### src/rtl/div_seq_pkg.sv
// Shared definitions for the div_seq divider sequencer: state encodings, widths and flag literals.
// DIV_SIGNED_EN (optional) enables signed DIV support in div_seq.
package div_seq_pkg;

    localparam int unsigned REG_BUS = 32;
    localparam logic [REG_BUS-1:0] ZERO_WORD = '0;

    localparam logic DIV_RESULT_READY     = 1'b1;
    localparam logic DIV_RESULT_NOT_READY = 1'b0;
    localparam logic DIV_START            = 1'b1;
    localparam logic DIV_STOP             = 1'b0;

    typedef enum logic [1:0] {
        DIV_FREE    = 2'b00,
        DIV_BY_ZERO = 2'b01,
        DIV_ON      = 2'b10,
        DIV_END     = 2'b11
    } div_state_t;

    function automatic logic [REG_BUS-1:0] neg_word(input logic [REG_BUS-1:0] v);
        return ~v + {{(REG_BUS-1){1'b0}}, 1'b1};
    endfunction

endpackage

### src/rtl/div_seq_step.sv
// One combinational restoring-division iteration: trial-subtract the divisor from the
// shifted partial remainder and keep the difference only when it does not borrow.
module div_step
    import div_seq_pkg::*;
(
    input  logic [REG_BUS:0]   partial,
    input  logic [REG_BUS-1:0] divisor,
    output logic [REG_BUS-1:0] rem_next,
    output logic               q_bit
);

    logic [REG_BUS:0] diff;

    // partial < 2*divisor always holds, so a non-borrowing difference fits in REG_BUS bits.
    always_comb begin
        diff     = partial - {1'b0, divisor};
        q_bit    = ~diff[REG_BUS];
        rem_next = q_bit ? diff[REG_BUS-1:0] : partial[REG_BUS-1:0];
    end

endmodule

### src/rtl/div_seq.sv
// Multi-cycle 32-step restoring divider for DIV/DIVU returning {remainder, quotient}.
// Define DIV_SIGNED_EN to honour signed_div_i; otherwise every operation is unsigned.
module div_seq
    import div_seq_pkg::*;
(
    input  logic        clk,
    input  logic        rst,
    input  logic        signed_div_i,
    input  logic [31:0] opdata1_i,
    input  logic [31:0] opdata2_i,
    input  logic        start_i,
    input  logic        annul_i,
    output logic [63:0] result_o,
    output logic        ready_o
);

    div_state_t         state;
    logic [5:0]         cnt;
    logic [REG_BUS-1:0] rem;
    logic [REG_BUS-1:0] dvd;
    logic [REG_BUS-1:0] divisor_r;

    logic [REG_BUS-1:0] mag_a;
    logic [REG_BUS-1:0] mag_b;
    logic [REG_BUS-1:0] quo_fix;
    logic [REG_BUS-1:0] rem_fix;

    logic [REG_BUS-1:0] step_rem;
    logic               step_q;

    div_step u_step (
        .partial  ({rem, dvd[REG_BUS-1]}),
        .divisor  (divisor_r),
        .rem_next (step_rem),
        .q_bit    (step_q)
    );

`ifdef DIV_SIGNED_EN
    logic neg_a;
    logic neg_b;
    logic neg_q;
    logic neg_r;

    always_comb begin
        neg_a   = signed_div_i & opdata1_i[REG_BUS-1];
        neg_b   = signed_div_i & opdata2_i[REG_BUS-1];
        mag_a   = neg_a ? neg_word(opdata1_i) : opdata1_i;
        mag_b   = neg_b ? neg_word(opdata2_i) : opdata2_i;
        quo_fix = neg_q ? neg_word(dvd) : dvd;
        rem_fix = neg_r ? neg_word(rem) : rem;
    end

    // Sign flags are captured alongside the operands so later input changes cannot leak in.
    always_ff @(posedge clk or posedge rst) begin
        if (rst) begin
            neg_q <= 1'b0;
            neg_r <= 1'b0;
        end else if (state == DIV_FREE && start_i == DIV_START && !annul_i) begin
            neg_q <= neg_a ^ neg_b;
            neg_r <= neg_a;
        end
    end
`else
    logic unused_signed;

    always_comb begin
        unused_signed = signed_div_i;
        mag_a         = opdata1_i;
        mag_b         = opdata2_i;
        quo_fix       = dvd;
        rem_fix       = rem;
    end
`endif

    // The dividend register shifts out dividend bits at the top and collects quotient bits at the bottom.
    always_ff @(posedge clk or posedge rst) begin
        if (rst) begin
            state     <= DIV_FREE;
            cnt       <= '0;
            rem       <= '0;
            dvd       <= '0;
            divisor_r <= '0;
            result_o  <= '0;
            ready_o   <= DIV_RESULT_NOT_READY;
        end else begin
            unique case (state)
                DIV_FREE: begin
                    result_o <= '0;
                    ready_o  <= DIV_RESULT_NOT_READY;
                    if (start_i == DIV_START && !annul_i) begin
                        if (opdata2_i == ZERO_WORD) begin
                            state <= DIV_BY_ZERO;
                        end else begin
                            state     <= DIV_ON;
                            cnt       <= '0;
                            rem       <= '0;
                            dvd       <= mag_a;
                            divisor_r <= mag_b;
                        end
                    end
                end
                DIV_BY_ZERO: begin
                    state    <= DIV_END;
                    result_o <= '0;
                    ready_o  <= DIV_RESULT_READY;
                end
                DIV_ON: begin
                    if (annul_i) begin
                        state <= DIV_FREE;
                        cnt   <= '0;
                    end else if (cnt != 6'd32) begin
                        rem <= step_rem;
                        dvd <= {dvd[REG_BUS-2:0], step_q};
                        cnt <= cnt + 6'd1;
                    end else begin
                        result_o <= {rem_fix, quo_fix};
                        ready_o  <= DIV_RESULT_READY;
                        state    <= DIV_END;
                    end
                end
                DIV_END: begin
                    if (start_i == DIV_STOP) begin
                        state    <= DIV_FREE;
                        result_o <= '0;
                        ready_o  <= DIV_RESULT_NOT_READY;
                    end
                end
                default: state <= DIV_FREE;
            endcase
        end
    end

endmodule
### config.mk
export PLATFORM = sky130hd
export DESIGN_NAME = div_seq
export DESIGN_NICKNAME = d
export VERILOG_FILES = /design/src/rtl/div_seq_pkg.sv /design/src/rtl/div_seq_step.sv /design/src/rtl/div_seq.sv
export SDC_FILE = /design/constraint.sdc
export NUM_CORES = 1
export LEC_CHECK = 0
export BUFFER_PORTS_ARGS = -buffer_cell sky130_fd_sc_hd__buf_2
export CORE_AREA = 2 2 145 147
export DETAILED_ROUTE_END_ITERATION = 10
export DIE_AREA = 0 0 147 149
export PLACE_DENSITY = 0.67
export SLEW_MARGIN = 20
export SYNTH_ARGS = -nofsm -noshare
export SYNTH_HDL_FRONTEND = slang
export SYNTH_HIERARCHICAL = 1
export SYNTH_SLANG_ARGS = --single-unit
export TNS_END_PERCENT = 20
### constraint.sdc
create_clock -name clk -period 6.9 [get_ports clk]
set_input_delay 0.69 -clock clk [delete_from_list [all_inputs] [get_ports clk]]
set_output_delay 0.69 -clock clk [all_outputs]
set_load 0.02 [all_outputs]
==> run metrics <==
max cap viols 0; sequential area share after synthesis 0.4428; post-CTS sizing 0; post-detail-place hpwl 14700 um; Sink Count 169; Final Hold Fails 0; placed cell areas around 0.01 mm^2; Starting Density 0.4646; Die X about 150 um; run status complete, no violations; vias in the first global route 7029; first-pass GRT wire length 36020 um; Main synth FF type dfrtp_1; Yosys top cell by area dfrtp_1; Synth top area share 0.4428; Final GP Congestion 0.8759; post-synthesis async set-or-reset flop share 1.000; antenna violations before repair 0; Rows 53; Peak VDD IR about 250 uV; clock root cell clkbuf_16; Via Count 7140; setup TNS 0 ns; worst-margin pin slew 1.036 ns; minimum clock period approximately 4 ns; largest net degree at the start of global routing roughly 110; worst skew pair latency 0.45 ns; total CTS buffers 17; power density over the cells 477.8 mW/mm^2; R2R setup slack roughly 3 ns; Leakage between 5 and 6 nW; Clock transition at path regs 0.07 ns; worst min path class input pin to asynchronous set/reset pin; DRT Pass-1 Iters 5; Longest Clk Path Bufs 2; CTS tree yes; endpoint class of the critical path flip-flop; Slew HR 0.3085; Peak Freq 257.4 MHz; remaining global-route overflow 0; CP Data Arrival Time ~4.2 ns; number of synthesized flops with an enable pin 0; RSZ-0062 raised after global routing false; #FFs+latches synth 169; Total GRT Usage 0.2046; share of layout cells above drive strength 1 0.2434; Final nets 1119; routed len/inst between 15 and 20 um; drt drc 0; Total Wirelength approximately 22000 um; cell count of the worst reg-to-reg path 14; Reg area ~0.0042 mm^2; fillers between 1500 and 2000; Critical Path RT 7.23 ns; Slew Limit Fails 0; CP Launch Type flip-flop; post-route ant nets 0; IO Count between 100 and 150; most area-consuming cells after synthesis dfrtp_1 44%, mux2_4 7.7%, ha_1 5.1%; Setup CP Type flip-flop to flip-flop; ANT cells 0; Max Clock Skew between 0.015 and 0.02 ns; Post-CTS Setup Bufs 0; IO Port Bufs between 100 and 150; Layout Area Growth over Synthesis 14.23%; syn_nets 1012; post-route cell area ~0.011 mm^2; Chip Height 149 um; Final Power roughly 5.2 mW; RR Startpoint dvd[31]; synth unique cells 74; # hold bufs at CTS 0; Syn. warnings 6; cell area after synthesis 0.009550 mm^2; Mean Syn Cell Area approximately 11 um^2; Final period util 0.5631; Worst Path Max Fanout 24; Cells after Synth 903; worst r2r dst dvd[0]; multi-input logic area between 0.004 and 0.005 mm^2; mean number of vias per cell 5.501; final setup fails 0; initial DRC count 404; H-Tree Depth 4; die area around 0.022 mm^2; CORE AREA 0.02056 mm^2
==> cell families after synthesis <==
kind of cell,count (synthesis),synth area share
compound gates,253,0.1863
xor+xnor,26,0.02384
flops,169,0.4428
simple gates,201,0.1030
mux,91,0.1276
fa+ha+maj,40,0.05319
buf+inv,123,0.06328
==> critical path, stage by stage, from the launching register on <==
cell	delay (ns)
dfrtp_1	0.40
inv_1	0.06
ha_1	0.23
fa_1	0.46
and2b_2	0.25
o2111ai_2	0.13
a21oi_2	0.23
o2111ai_1	0.20
a211oi_2	0.32
nor2_4	0.10
mux2i_4	0.38
and2_4	0.33
inv_8	0.14
mux2_2	0.29
mux2_4	0.25
==> metrics by stage <==
stage	worst slack, ns	std cells	util	hold WS, ns
finish	3.014	1298	0.5307	0.4571
global route	2.828	1298	0.5307	0.4692
CTS	2.996	1298	0.5307	0.4506
detailed placement	3.020	1266	0.5012	0.4705
global placement	3.067	1266	0.5012	0.4619
floorplan	1.635	903	-	0.4580
==> registers in the layout, summed over array words and instances (netlist names) <==
signal,flops
cnt,6
divisor_r,32
dvd,32
ready_o,1
rem,32
result_o,64
state,2
==> cells in the mapped netlist (25+ instances only) <==
| cell | count |
|---|---|
| o2bb2ai_1 | 35 |
| nand3_1 | 50 |
| nand2_1 | 84 |
| a21oi_1 | 25 |
| mux2_1 | 35 |
| dfrtp_1 | 169 |
| a22o_1 | 38 |
| o21ai_0 | 49 |
| inv_1 | 70 |
| ha_1 | 39 |
| mux2_4 | 49 |
| o21ai_1 | 33 |
==> per-layer routing <==
| layer | global-route usage | vias up | wire, um |
|---|---|---|---|
| li1 | - | 3479 | - |
| met1 | 0.2771 | 3469 | 10320 |
| met2 | 0.3434 | 174 | 10360 |
| met3 | 0.04037 | 18 | 1082 |
| met4 | 0.04519 | 0 | 237 |
| met5 | 0 | - | 0 |
==> final cells by class <==
| type | count | share of cell area |
|---|---|---|
| multi-input combinational | 611 | 0.4340 |
| sequential | 169 | 0.3877 |
| timing repair buffer | 139 | 0.06537 |
| clock buffer | 17 | 0.03900 |
| tap | 275 | 0.03154 |
| inverter | 72 | 0.02592 |
| clock inverter | 15 | 0.01652 |
==> cells in the final DEF, fill, tap and decap left out, types with 5 or more instances in the layout <==
cell type / count
a21oi_1: 25
inv_1: 69
and3_1: 5
o21a_1: 7
nand3_1: 50
mux2_1: 35
buf_4: 7
mux2_2: 5
o21ai_0: 49
nor4_1: 9
o2bb2ai_1: 35
a22o_1: 38
nor2_1: 12
a21o_1: 20
nor2b_1: 5
xnor2_1: 13
o21ai_1: 33
nor3_1: 7
clkbuf_16: 17
nand4_1: 7
dfrtp_1: 169
mux2_4: 49
o31ai_1: 5
inv_8: 5
buf_2: 132
xor2_1: 13
a31oi_1: 6
nand2_1: 83
ha_1: 38
==> report_power, final <==
| part | total [mW] | switching (mW) | internal [mW] |
|---|---|---|---|
| sequential | 1.53 | 0.217 | 1.31 |
| combinational | 2.71 | 1.53 | 1.18 |
| clock | 0.980 | 0.461 | 0.519 |
==> how the worst max path moves through the flow <==
stage / startpoint / slack (ns) / endpoint
floorplan: rst / 1.63 / cnt[0]
global placement: dvd[31] / 3.07 / dvd[0]
detailed placement: dvd[31] / 3.02 / dvd[0]
CTS: dvd[31] / 3.00 / dvd[0]
global route: dvd[31] / 2.83 / dvd[0]
finish: dvd[31] / 3.01 / dvd[0]
Power figures use the tool's default switching activity.
